===== config.mk =====
export PLATFORM = sky130hd
export DESIGN_NAME = multicycle_control_sequencer
export DESIGN_NICKNAME = d
export VERILOG_FILES = /design/src/rtl/multicycle_control_sequencer.sv
export SDC_FILE = /design/constraint.sdc
export NUM_CORES = 1
export LEC_CHECK = 0
export CAP_MARGIN = 20
export CORE_MARGIN = 1.5
export CORE_UTILIZATION = 43
export CTS_CLUSTER_DIAMETER = 150
export DETAILED_ROUTE_END_ITERATION = 10
export GPL_TIMING_DRIVEN = 0
export PLACE_DENSITY = 0.75
export SLEW_MARGIN = 20
export SYNTH_ARGS = -nofsm -noshare
export SYNTH_HDL_FRONTEND = slang
export SYNTH_SLANG_ARGS = --single-unit

===== constraint.sdc =====
create_clock -name Clock -period 1.51 [get_ports Clock]
set_input_delay 0.2265 -clock Clock [delete_from_list [all_inputs] [get_ports Clock]]
set_output_delay 0.2265 -clock Clock [all_outputs]
set_load 0.1 [all_outputs]

===== src/rtl/multicycle_control_sequencer.sv =====
`default_nettype none
// ============================================================================
// Module   : multicycle_control_sequencer
// Purpose  : FETCH/DECODE/EXEC/MEM/WB controller for the 16-bit datapath;
//            optional MEM wait timeout enabled by defining MEM_TIMEOUT_EN.
// Revision : 1.0 - initial release
// ============================================================================
module multicycle_control_sequencer #(
  parameter int TIMEOUT_CYCLES = 15,
  parameter int CNT_W          = 16
) (
  input  logic             Clock,
  input  logic             Reset,
  input  logic             start,
  input  logic [3:0]       opcode,
  input  logic             mem_ready,
  output logic             RegDst,
  output logic             Branch,
  output logic             MemRead,
  output logic             MemWrite,
  output logic             RegWrite,
  output logic             MemToReg,
  output logic             ALUSrc,
  output logic             Shift,
  output logic [1:0]       ALUOp,
  output logic             pc_write,
  output logic             busy,
  output logic             halted,
  output logic             illegal_op,
  output logic             mem_err,
  output logic [CNT_W-1:0] instr_count
);

  typedef enum logic [2:0] {
    S_IDLE   = 3'd0,
    S_FETCH  = 3'd1,
    S_DECODE = 3'd2,
    S_EXEC   = 3'd3,
    S_MEM    = 3'd4,
    S_WB     = 3'd5,
    S_HALT   = 3'd6
  } state_t;

  localparam logic [3:0] c_OP_R     = 4'b0000;
  localparam logic [3:0] c_OP_SHIFT = 4'b0001;
  localparam logic [3:0] c_OP_ADDI  = 4'b0010;
  localparam logic [3:0] c_OP_LW    = 4'b0100;
  localparam logic [3:0] c_OP_SW    = 4'b0101;
  localparam logic [3:0] c_OP_BEQ   = 4'b0110;
  localparam logic [3:0] c_OP_HALT  = 4'b1111;

  state_t           r_state;
  state_t           w_next;
  logic [3:0]       r_opcode;
  logic             r_illegal;
  logic [CNT_W-1:0] r_count;
  logic             w_set_illegal;
  logic             w_timeout;
  logic             w_is_lw;
  logic             w_is_sw;
  logic             w_is_legal;

  assign w_is_lw    = (r_opcode == c_OP_LW);
  assign w_is_sw    = (r_opcode == c_OP_SW);
  assign w_is_legal = (r_opcode == c_OP_R)  || (r_opcode == c_OP_SHIFT) ||
                      (r_opcode == c_OP_ADDI) || w_is_lw || w_is_sw ||
                      (r_opcode == c_OP_BEQ);

`ifdef MEM_TIMEOUT_EN
  localparam int c_WAIT_W = $clog2(TIMEOUT_CYCLES + 1);
  logic [c_WAIT_W-1:0] r_wait;
  logic                r_mem_err;

  // Fires in the last allowed MEM cycle; a same-cycle mem_ready still completes.
  assign w_timeout = (r_state == S_MEM) && !mem_ready &&
                     (r_wait == c_WAIT_W'(TIMEOUT_CYCLES - 1));

  always_ff @(posedge Clock or posedge Reset) begin
    if (Reset) begin
      r_wait    <= '0;
      r_mem_err <= 1'b0;
    end else begin
      if (r_state != S_MEM) begin
        r_wait <= '0;
      end else if (!mem_ready) begin
        r_wait <= r_wait + c_WAIT_W'(1);
      end
      if (w_timeout) begin
        r_mem_err <= 1'b1;
      end
    end
  end

  assign mem_err = r_mem_err;
`else
  assign w_timeout = 1'b0;
  assign mem_err   = 1'b0;
`endif

  always_ff @(posedge Clock or posedge Reset) begin
    if (Reset) begin
      r_state   <= S_IDLE;
      r_opcode  <= 4'b0000;
      r_illegal <= 1'b0;
      r_count   <= '0;
    end else begin
      r_state <= w_next;
      if (r_state == S_FETCH) begin
        r_opcode <= opcode;
      end
      if (w_set_illegal) begin
        r_illegal <= 1'b1;
      end
      if (pc_write) begin
        r_count <= r_count + CNT_W'(1);
      end
    end
  end

  always_comb begin
    w_next        = r_state;
    RegDst        = 1'b0;
    Branch        = 1'b0;
    MemRead       = 1'b0;
    MemWrite      = 1'b0;
    RegWrite      = 1'b0;
    MemToReg      = 1'b0;
    ALUSrc        = 1'b0;
    Shift         = 1'b0;
    ALUOp         = 2'b00;
    pc_write      = 1'b0;
    w_set_illegal = 1'b0;

    // Mux selects follow the latched opcode for the whole decoded instruction.
    if ((r_state == S_DECODE) || (r_state == S_EXEC) ||
        (r_state == S_MEM) || (r_state == S_WB)) begin
      case (r_opcode)
        c_OP_R:     begin RegDst = 1'b1; ALUOp = 2'b10; end
        c_OP_SHIFT: begin RegDst = 1'b1; Shift = 1'b1; end
        c_OP_ADDI:  ALUSrc = 1'b1;
        c_OP_LW:    begin ALUSrc = 1'b1; MemToReg = 1'b1; end
        c_OP_SW:    ALUSrc = 1'b1;
        c_OP_BEQ:   ALUOp = 2'b01;
        default:    ;
      endcase
    end

    case (r_state)
      S_IDLE:   if (start) w_next = S_FETCH;
      S_FETCH:  w_next = S_DECODE;
      S_DECODE: begin
        if (r_opcode == c_OP_HALT) begin
          w_next = S_HALT;
        end else if (!w_is_legal) begin
          pc_write      = 1'b1;
          w_set_illegal = 1'b1;
          w_next        = S_FETCH;
        end else begin
          w_next = S_EXEC;
        end
      end
      S_EXEC: begin
        if (r_opcode == c_OP_BEQ) begin
          Branch   = 1'b1;
          pc_write = 1'b1;
          w_next   = S_FETCH;
        end else if (w_is_lw || w_is_sw) begin
          w_next = S_MEM;
        end else begin
          w_next = S_WB;
        end
      end
      S_MEM: begin
        MemRead  = w_is_lw;
        MemWrite = w_is_sw;
        if (mem_ready) begin
          if (w_is_sw) begin
            pc_write = 1'b1;
            w_next   = S_FETCH;
          end else begin
            w_next = S_WB;
          end
        end else if (w_timeout) begin
          w_next = S_HALT;
        end
      end
      S_WB: begin
        RegWrite = 1'b1;
        pc_write = 1'b1;
        w_next   = S_FETCH;
      end
      S_HALT:   w_next = S_HALT;
      default:  w_next = S_IDLE;
    endcase
  end

  assign busy        = (r_state != S_IDLE) && (r_state != S_HALT);
  assign halted      = (r_state == S_HALT);
  assign illegal_op  = r_illegal;
  assign instr_count = r_count;

endmodule
`default_nettype wire


# == After elaboration in Yosys (flattened, before gate mapping) ==
# Index checks and enable logic that the tools add are counted.
# op_classes
n_addsub,1
eq_ne,15
mux,29
reduce_logical,16
# ops
op,count
$pmux W3 S7,1
$mux W1,19
$add A16 B1 Y16 const B,1
$mux W3,5
$eq A4 B3 Y1 const B,3
$eq A3 B3 Y1 const B,3
$logic_or A1 B1 Y1,9
$eq A3 B2 Y1 const B,2
$eq A4 B1 Y1 const B,1
$eq A4 B2 Y1 const B,1
$eq A4 B4 Y1 const B,1
$logic_not A4 Y1,1
$mux W2,2
$ne A2 B2 Y1 const B,2
$pmux W1 S4,1
$pmux W2 S2,1
$eq A3 B1 Y1 const B,1
$logic_not A3 Y1,1
$ne A3 B3 Y1 const B,1
$reduce_bool A3 Y1,1
$reduce_or A3 Y1,1
$reduce_and A2 Y1,1
$reduce_or A2 Y1,1
$logic_and A1 B1 Y1,1
# word_totals
reg_bits,24
inputBits,8
out_inout_bits,31
word_cells,65

# == Depth between registers and ports, before layout ==
# Gate-level depths: netlist (run 1).
# logic_depth
word_depth,9
depth_mapped,7
ltp_nobuf,5

# == Worst setup path after synthesis (run 1) ==
# Ideal clock, no wire load.
# synth_path
path_kind,register to output
startpoint,register r_state[2]
endpoint,output ALUOp[1]
arrival_time_ps,5314
slack_ps,-4030
stages_incl_launch_ff,6
path_buffers,1
cell_sequence,dfrtp_1 buf_2 and2b_1 nor2_1 nor4_1 nor2b_1
# synth_between
elab_chain_cells,5
elab_cells_between_ends,8
classes_between,eq/ne (4); mux (1); reduce/logical (3)
# synth_rtl
item,line_no,rtl
start: declaration,52,state_t r_state;
start signal: assignment,107,r_state <= w_next;
$eq A3 B2 Y1,135,if ((r_state == S_DECODE) || (r_state == S_EXEC) ||
$logic_or A1 B1 Y1 (2 in series),135,
$logic_or A1 B1 Y1 *,136,(r_state == S_MEM) || (r_state == S_WB)) begin
$mux W2 *,135,
end: declaration,25,"output logic [1:0] ALUOp,"
# Every way passes the cells marked *; elsewhere a longest branch is shown, timed or not.

# == Worst setup path in the final report (run 1) ==
# layout_path
startpoint,register r_state[2]
endpoint,output pc_write
# layout_between
elab_chain_cells,2
elab_cells_between_ends,5
classes_between,eq/ne (4); mux (1)
# layout_rtl
item,line_no,rtl
$eq A3 B3 Y1 or $eq A3 B2 Y1 (tied branches),148,case (r_state)
$pmux W1 S4 *,148,
end: declaration,26,"output logic pc_write,"
# Marked as above.

==> results of run 1 <==
-- state kept, by name, summed over array words and instances, names as in the netlist --
signal,cells
instr_count,16
illegal_op,1
r_state,3
r_opcode,4
-- cells in the final DEF, fill, tap and decap left out, types with 3 or more instances in the layout --
cell	n
a311oi_2	8
a31oi_4	5
buf_12	13
buf_2	15
buf_4	29
buf_6	15
buf_8	3
clkbuf_4	3
clkdlybuf4s50_1	7
dfrtp_1	10
dfrtp_2	10
dfrtp_4	4
inv_1	4
nand2_1	5
nand3_1	7
nor2_4	3
nor3_4	4
xor2_1	13
-- timing repair --
item | 4_1_cts | 5_1_grt
buffers inserted | 19 | 18
gates resized for setup | 215 | 43
cloned | 0 | 2
pin swaps | 11 | 25
endpoints found under the setup margin | 49 | 38
-- critical path, stage by stage, from the launching register on --
cell and delay [ns]:
dfrtp_1 0.40, buf_6 0.13, buf_4 0.14, a41oi_2 0.20, nand4bb_1 0.16, buf_6 0.17, nand3_4 0.10, buf_12 0.18
-- logic make-up (layout without fill, tap and decap cells) --
logic type	after synthesis	count (layout)	synth area share
other	1	1	0.002579
AOI/OAI and AO/OA	25	25	0.1540
buffers and inverters	18	97	0.07142
xor gates and xnor gates	15	15	0.09036
adders and majority gates	1	1	0.008604
and+or+nand+nor	51	51	0.2289
DFF	24	24	0.4131
muxes	4	4	0.03098
-- through the flow --
step / TNS [ns] / util
floorplan: -13.32 / -
CTS: -7.762 / 0.7432
detailed placement: -20.06 / 0.6412
finish: -11.21 / 0.8568
global route: -13.09 / 0.8568
global placement: -19.11 / 0.6412
-- synth_stat cells (3+ instances only) --
library cell	instances
buf_6	3
a21oi_1	4
nand2b_1	3
nor2_1	3
buf_2	5
nand3_1	8
and2b_1	3
inv_1	6
a311oi_2	5
a311oi_1	4
xor2_1	13
nor3_1	4
a31oi_1	5
dfrtp_1	24
mux2_2	3
nand2_1	7
-- metal layers --
layer  GRT usage  routed length [µm]  vias up
met1      0.2653                2067      738
met5           0                   0        -
met2      0.4301                2965       65
li1            -                   -      665
met3     0.03151                 210       16
met4     0.08075                 161        0
-- worst min-delay path by stage --
| stage | from | endpoint | slack (ns) | cells after the start |
|---|---|---|---|---|
| after floorplan | Reset | illegal_op | 0.24 | 1 |
| after global placement | illegal_op | illegal_op | 0.45 | 1 |
| after global routing | Reset | illegal_op | 0.47 | 2 |
| final | Reset | illegal_op | 0.37 | 2 |
| after CTS | Reset | illegal_op | 0.44 | 2 |
| after detailed placement | illegal_op | illegal_op | 0.47 | 1 |
-- area by class of cell --
type,instances,share of cell area
Buffer,11,0.04342
Timing Repair Buffer,76,0.2969
Multi-Input combinational cell,97,0.3856
Sequential cell,24,0.2344
Tap cell,44,0.02054
Clock buffer,4,0.009804
Inverter,6,0.009337
==> impl_metrics.env, run 1 <==
export IMPL_status="finished with violations"
export IMPL_violations="negative setup slack"
export IMPL_synth_area_mm2=0.001454
export IMPL_cts_sinks=24
export IMPL_cts_root_buf="clkbuf_4"
export IMPL_vias=1484
export IMPL_layout_cells_non_filler=262
export IMPL_synthFlopType="dfrtp_1"
export IMPL_overflow=0
export IMPL_htreeDepth=1
export IMPL_hp_class="primary input to asynchronous set/reset pin"
export IMPL_fin_crit_ns=2.042
export IMPL_synth_nets=148
export IMPL_antenna_found_initial=0
export IMPL_postPlaceCellArea_mm2=0.002006
export IMPL_area_growth_pct=84.34
export IMPL_wl_per_cell_um=20.63
export IMPL_track_usage=0.2298
export IMPL_reg2reg_setup_slack_ns=-0.49
export IMPL_ys_ff_latch=24
export IMPL_crit_end="pc_write"
export IMPL_post_dp_hpwl_mm=2.281
export IMPL_synth_top_area_cell="dfrtp_1"
export IMPL_max_slew_margin_rel=0.3967
export IMPL_io_pins=39
export IMPL_critPathArrivalTime_ns=1.82
export IMPL_fillers=163
export IMPL_syn_instance_count=139
export IMPL_layout_nets=228
export IMPL_layout_drive_gt1_share=0.6606
export IMPL_worstSetupStartpoint="r_state[2]"
export IMPL_grt_pass1_wl_mm=6.368
export IMPL_regArea_um2=628.1
export IMPL_max_slew_worst_pin_slew_ns=0.9040
export IMPL_synthDominantCellAreaShare=0.4131
export IMPL_synth_avg_cell_area_um2=10.46
export IMPL_multi_input_area_mm2=0.001033
export IMPL_r2r_start="r_opcode[1]"
export IMPL_synth_area_leaders="dfrtp_1 41%, xor2_1 7.8%, a311oi_2 5.2%"
export IMPL_maxCapViolations=0
export IMPL_firstDrtPassIters=4
export IMPL_crit_path_max_fanout=6
export IMPL_num_rows=20
export IMPL_die_y_um=61.15
export IMPL_wirelength_mm=5.404
export IMPL_synth_edf_count=0
export IMPL_reg2regPathDepth=6
export IMPL_start_util=0.4648
export IMPL_ys_types=46
export IMPL_r2r_end="instr_count[6]"
export IMPL_die_area_mm2=0.003739
export IMPL_post_place_ws_ns=-1.191
export IMPL_whs_ns=0.3745
export IMPL_max_freq_mhz=489.8
export IMPL_io_buffers=37
export IMPL_die_x_um=61.15
export IMPL_grt_pass1_vias=1343
export IMPL_via_per_inst=5.664
export IMPL_setup_ws_ns=-0.5317
export IMPL_slew_violations=0
export IMPL_tritoncts="done"
export IMPL_end_kind="output port"
export IMPL_drtIter0Drc=60
export IMPL_ys_seq_area_frac=0.4131
export IMPL_grt_max_degree=25
export IMPL_worstSetupPathType="register to output port"
export IMPL_yosys_warnings=0
export IMPL_skew_ns=0.003990
export IMPL_cts_buffers=3
export IMPL_period_share=1.352
export IMPL_setup_viol=34
export IMPL_hold_viol=0
export IMPL_numPlacedInstances=220
export IMPL_required_ns=1.28
export IMPL_path_clk_slew_ns=0.14
export IMPL_coreArea_mm2=0.003128
export IMPL_n_antenna_cell=0
export IMPL_worstSetupStartpointType="register"
export IMPL_gp_congestion=0.7454
export IMPL_route_detailed_drc=0
export IMPL_ys_async_sr_fraction=1.000
export IMPL_worstSkewPairLatency_ns=0.33
export IMPL_cts_hold_buf=0
export IMPL_fin_area_mm2=0.002680
export IMPL_ant_nets=0
export IMPL_cts_path_max_buffers=2
export IMPL_rsz0062_at_grt="yes"
Power of run 1 is not shown: default switching activity piles up to over one toggle a cycle in this logic, so the estimate is an artifact.
==> run 2: changes to the inputs <==
- CORE_ASPECT_RATIO: not set -> 1.1
- CTS_CLUSTER_DIAMETER: 150 -> 40
- CTS_CLUSTER_SIZE: not set -> 30
==> impl_metrics.env, run 2 (synthesis results as in run 1) <==
export IMPL_status="finished with violations"
export IMPL_violations="negative setup slack"
export IMPL_hold_viol=0
export IMPL_vias=1447
export IMPL_max_freq_mhz=487.4
export IMPL_postPlaceCellArea_mm2=0.001993
export IMPL_post_dp_hpwl_mm=2.337
export IMPL_regArea_um2=628.1
export IMPL_die_x_um=58.44
export IMPL_slew_violations=0
export IMPL_cpPeakStageDelay_ns=0.58
export IMPL_ant_nets=0
export IMPL_grt_max_degree=25
export IMPL_tritoncts="done"
export IMPL_io_buffers=37
export IMPL_worstSkewPairLatency_ns=0.32
export IMPL_r2r_start="r_state[2]"
export IMPL_cp_top_family="simple AND/OR/NAND/NOR gates"
export IMPL_gp_congestion=0.7413
export IMPL_fin_crit_ns=2.052
export IMPL_wirelength_mm=4.948
export IMPL_num_rows=21
export IMPL_setup_viol=32
export IMPL_skew_ns=0.01098
export IMPL_area_growth_pct=80.03
export IMPL_required_ns=1.28
export IMPL_htreeDepth=1
export IMPL_cts_hold_buf=0
export IMPL_coreArea_mm2=0.003127
export IMPL_cts_sinks=24
export IMPL_setup_ws_ns=-0.5416
export IMPL_wl_per_cell_um=19.87
export IMPL_final_common_cell="buf_4"
export IMPL_worst_path_buf_inv=2
export IMPL_rsz0062_at_grt="yes"
export IMPL_worstSetupPathType="register to output port"
export IMPL_layout_drive_gt1_share=0.6651
export IMPL_cts_path_max_buffers=2
export IMPL_antenna_found_initial=0
export IMPL_r2r_end="instr_count[14]"
export IMPL_overflow=0
export IMPL_largest_reg_flops=16
export IMPL_maxCapViolations=0
export IMPL_via_per_inst=5.811
export IMPL_die_y_um=63.99
export IMPL_reg2reg_setup_slack_ns=-0.46
export IMPL_critPathArrivalTime_ns=1.83
export IMPL_crit_path_max_fanout=3
export IMPL_reg2regPathDepth=10
export IMPL_drtIter0Drc=53
export IMPL_grt_pass1_wl_mm=6.596
export IMPL_final_cell_mix="29 x buf_4, 17 x buf_6, 13 x buf_2, 12 x xor2_1, 11 x buf_12"
export IMPL_layout_nets=225
export IMPL_end_kind="output port"
export IMPL_path_clk_slew_ns=0.14
export IMPL_fin_area_mm2=0.002618
export IMPL_fillers=160
export IMPL_worstSetupStartpointType="register"
export IMPL_hp_class="primary input to asynchronous set/reset pin"
export IMPL_crit_path_cell_trace="buf_6 > or4b_4 > nor2_4 > buf_12"
export IMPL_grt_pass1_vias=1378
export IMPL_start_util=0.4650
export IMPL_n_antenna_cell=0
export IMPL_cts_buffers=3
export IMPL_max_slew_worst_pin_slew_ns=0.9093
export IMPL_multi_input_area_mm2=0.001042
export IMPL_firstDrtPassIters=4
export IMPL_die_area_mm2=0.003739
export IMPL_max_slew_margin_rel=0.3931
export IMPL_track_usage=0.2279
export IMPL_io_pins=39
export IMPL_critical_path_slowest_cell="or4b_4"
export IMPL_route_detailed_drc=0
export IMPL_cts_root_buf="clkbuf_4"
export IMPL_period_share=1.359
## run 2: changes by cell type in the layout (fill, tap and decap cells not counted), sizes merged
cell,change
clkdlybuf4s15,+1
clkdlybuf4s18,+1
clkbuf,-1
buf,-4
## run 2: repair_timing
item	in CTS	in global routing
pin swaps	7	20
setup buffers	17	21
resized for setup	212	41
endpoints found under the setup margin	49	40
gates cloned	1	1
## run 2: per-stage QoR
step / utilization / worst slack, ns / setup TNS [ns] / hold WS (ns) / cells
finish: 0.8371 / -0.5416 / -10.69 / 0.3784 / 249
CTS: 0.7447 / -0.4412 / -8.873 / 0.4306 / 231
floorplan: - / -1.406 / -13.32 / 0.2406 / 139
detailed placement: 0.6375 / -1.199 / -20.26 / 0.4581 / 210
global route: 0.8371 / -0.5682 / -12.26 / 0.4913 / 249
global placement: 0.6375 / -1.171 / -19.12 / 0.4478 / 210
## run 2: final cells by class
class / instances / share of cell area
Sequential cell: 24 / 0.2400
Multi-Input combinational cell: 97 / 0.3982
Clock buffer: 4 / 0.01004
Buffer: 11 / 0.04637
Tap cell: 34 / 0.01625
Inverter: 6 / 0.01052
Timing Repair Buffer: 73 / 0.2787
## run 2: worst max-delay path by stage
| stage | end | from | cells past startpoint | slack [ns] |
|---|---|---|---|---|
| after global placement | ALUOp[1] | r_state[2] | 6 | -1.17 |
| after floorplan | ALUOp[1] | r_state[2] | 5 | -1.41 |
| after detailed placement | ALUOp[1] | r_state[2] | 6 | -1.20 |
| final | ALUOp[0] | r_opcode[0] | 4 | -0.54 |
| after CTS | ALUOp[0] | r_opcode[3] | 4 | -0.44 |
| after global routing | ALUOp[0] | r_opcode[0] | 4 | -0.57 |
## run 2: routing by layer
layer | GRT usage | up-vias | wire length, µm
met2 | 0.4213 | 49 | 2732
li1 | - | 654 | -
met5 | 0 | - | 0
met1 | 0.2593 | 728 | 1846
met3 | 0.02227 | 16 | 170
met4 | 0.09302 | 0 | 199
Power of run 2 is left out for the same reason.
==> run 3: changes to the inputs <==
- CORE_ASPECT_RATIO: 1.1 -> 0.8
- GPL_TIMING_DRIVEN: 0 -> not set
==> impl_metrics.env, run 3 <==
export IMPL_status="stopped before the end"
export IMPL_stop_stage="5_1_grt"
export IMPL_error="[ERROR DPL-0033] detailed placement checks failed during check placement."
export IMPL_num_rows=18
export IMPL_synth_nets=148
export IMPL_post_dp_hpwl_mm=3.095
export IMPL_cts_hold_buf=0
export IMPL_ys_types=46
export IMPL_io_buffers=37
export IMPL_muxShareOfSynthArea=0.03098
export IMPL_die_y_um=55.01
export IMPL_io_pins=39
export IMPL_cts_buffers=3
export IMPL_synth_edf_count=0
export IMPL_start_util=0.4611
export IMPL_synthFlopType="dfrtp_1"
export IMPL_gp_congestion=0.8879
export IMPL_synth_top_family_by_area="simple AND/OR/NAND/NOR gates"
export IMPL_ys_seq_area_frac=0.4131
export IMPL_synth_top_area_cell="dfrtp_1"
export IMPL_cts_root_buf="clkbuf_8"
export IMPL_synthDominantCellAreaShare=0.4131
export IMPL_yosys_area_share_adder=0.008606
export IMPL_yosysMostFrequentCell="dfrtp_1"
export IMPL_syn_instance_count=139
export IMPL_synth_area_leaders="dfrtp_1 41%, xor2_1 7.8%, a311oi_2 5.2%"
export IMPL_cts_path_max_buffers=2
export IMPL_ys_async_sr_fraction=1.000
export IMPL_die_x_um=68.01
export IMPL_ys_ff_latch=24
export IMPL_grt_max_degree=25
export IMPL_antenna_found_initial=0
export IMPL_synth_xor_area_frac=0.09036
export IMPL_htreeDepth=1
export IMPL_synthSimpleGateAreaFrac=0.2289
export IMPL_cts_sinks=24
export IMPL_yosys_warnings=0
export IMPL_worst_endpoint="ALUOp[1]"
export IMPL_synth_area_mm2=0.001454
export IMPL_synthTopCellsByCount="24 x dfrtp_1, 13 x xor2_1, 8 x nand3_1, 7 x nand2_1, 6 x inv_1"
export IMPL_worst_ep_kind="primary output"
export IMPL_synth_compound_area_frac=0.1540
export IMPL_synth_avg_cell_area_um2=10.46
-- run 3: cell counts after synthesis --
Identical to the previous run, type by type.
-- run 3: kinds of logic after synthesis --
kind of cell,count (synthesis)
simple gates,51
compound gates,25
flops,24
buf+inv,18
xor+xnor,15
mux,4
fa+ha+maj,1
other cells,1
-- run 3: timing repair --
item                                    in CTS
gates resized for setup                     58
buffers inserted                            21
pin swaps                                   21
endpoints found under the setup margin      31
-- run 3: per-stage QoR --
step                cells  TNS [ns]  hold slack [ns]  area [µm²]  worst slack, ns
detailed placement    238    -4.050           0.5072        2480          -0.2336
CTS                   262    -8.358           0.3055        2948          -0.4480
global placement      238    -2.435           0.4955        2480          -0.1431
floorplan             139    -13.32           0.2406        1580           -1.406
==> run 4: changes to the inputs <==
- CORE_ASPECT_RATIO: 0.8 -> not set
- CORE_UTILIZATION: 43 -> 34
- CTS_CLUSTER_DIAMETER: 40 -> not set
- CTS_CLUSTER_SIZE: 30 -> not set
- PLACE_DENSITY: 0.75 -> not set
- PLACE_DENSITY_LB_ADDON: not set -> 0.15
- clock period: 1.51 -> 2 ns (I/O delays scaled with it)
==> impl_metrics.env, run 4 (synthesis results as in run 1) <==
export IMPL_setup_viol=0
export IMPL_die_area_mm2=0.004677
export IMPL_ant_nets=0
export IMPL_status="completed"
export IMPL_htreeDepth=1
export IMPL_cts_root_buf="clkbuf_8"
export IMPL_grt_pass1_wl_mm=5.568
export IMPL_gp_congestion=0.8084
export IMPL_layout_nets=197
export IMPL_cts_sinks=24
export IMPL_start_util=0.3583
export IMPL_wirelength_mm=3.451
export IMPL_vias=1213
export IMPL_route_detailed_drc=0
export IMPL_postPlaceCellArea_mm2=0.002100
export IMPL_die_x_um=68.39
export IMPL_io_pins=39
export IMPL_overflow=0
export IMPL_worstSetupStartpoint="r_state[2]"
export IMPL_hp_class="primary input to asynchronous set/reset pin"
export IMPL_die_y_um=68.39
export IMPL_max_freq_mhz=510.4
export IMPL_post_dp_hpwl_mm=2.476
export IMPL_track_usage=0.1564
export IMPL_cts_hold_buf=0
export IMPL_final_cell_mix="34 x buf_4, 14 x buf_12, 13 x xor2_1, 13 x dfrtp_1, 11 x dfrtp_2"
export IMPL_maxCapViolations=0
export IMPL_path_clk_slew_ns=0.08
export IMPL_grt_max_degree=25
export IMPL_area_growth_pct=52.93
export IMPL_finish_utilization=0.5479
export IMPL_coreArea_mm2=0.004058
export IMPL_layout_cells_non_filler=236
export IMPL_wl_per_cell_um=14.62
export IMPL_fillers=355
export IMPL_fin_tns_setup_ns=0
export IMPL_critPathArrivalTime_ns=1.66
export IMPL_end_kind="output port"
export IMPL_period_share=0.9796
export IMPL_worstSkewPairLatency_ns=0.26
export IMPL_crit_path_max_fanout=16
export IMPL_worstSetupPathType="register to output port"
export IMPL_final_common_cell="buf_4"
export IMPL_antenna_found_initial=0
export IMPL_slew_violations=0
export IMPL_cts_path_max_buffers=2
export IMPL_r2r_start="r_opcode[3]"
export IMPL_tritoncts="done"
export IMPL_fin_crit_ns=1.959
export IMPL_skew_ns=0.002660
export IMPL_numPlacedInstances=228
export IMPL_worstSetupStartpointType="register"
export IMPL_cts_buffers=3
export IMPL_grt_pass1_vias=1193
export IMPL_num_rows=23
export IMPL_layout_drive_gt1_share=0.5000
export IMPL_hold_viol=0
export IMPL_firstDrtPassIters=4
export IMPL_drtIter0Drc=63
export IMPL_fin_area_mm2=0.002223
export IMPL_rsz0062_at_grt="yes"
export IMPL_n_antenna_cell=0
export IMPL_largest_reg_flops=16
export IMPL_required_ns=1.70
export IMPL_via_per_inst=5.140
export IMPL_io_buffers=37
[run 4: per-stage QoR]
stage / setup slack [ns] / hold WS, ns
2_1_floorplan: -0.9891 / 0.3141
3_3_place_gp: 0.1496 / 0.4550
3_5_place_dp: 0.1261 / 0.4614
4_1_cts: 0.005666 / 0.4025
5_1_grt: -0.04199 / 0.4259
6_report: 0.04074 / 0.3841
[run 4: repair_timing]
item / in CTS / in global routing
setup buffers: 4 / 1
endpoints found under the setup margin: 5 / 5
pin swaps: 1 / 2
resized for setup: 6 / 3
[run 4: final cells by class]
cell class	instances	area, µm²	share of cell area
timing repair buffer	56	616.8	0.2774
multi-input combinational	97	865.8	0.3894
inverter	6	22.52	0.01013
clock buffer	3	41.29	0.01857
sequential	24	614.3	0.2763
tap	50	62.56	0.02814
[run 4: final timing paths]
path / endpoint / slack, ns / depth (start not counted)
worst max-delay path: pc_write / 0.04 / 6
worst min-delay path: r_opcode[1] / 0.38 / 3
worst max register to register: instr_count[13] / 0.17 / 6
worst min register to register: instr_count[15] / 0.47 / 1
max in group asynchronous: instr_count[0] / 1.35 / 3
min in group Clock: instr_count[15] / 0.47 / 1
[run 4: metal layers]
metal,vias to the layer above,GRT usage,part of all wire
met5,-,0,0
met3,2,0.01974,0.036
met2,30,0.2632,0.50
li1,593,-,-
met4,0,0.05250,0.0099
met1,588,0.2053,0.45
[run 4: worst max-delay path, stage by stage (launching register included)]
cell       delay [ns]
dfrtp_1          0.42
buf_4            0.17
a41oi_2          0.20
nand4bb_1        0.15
buf_6            0.19
nand3_4          0.09
buf_12           0.18
Power of run 4 is left out for the same reason.
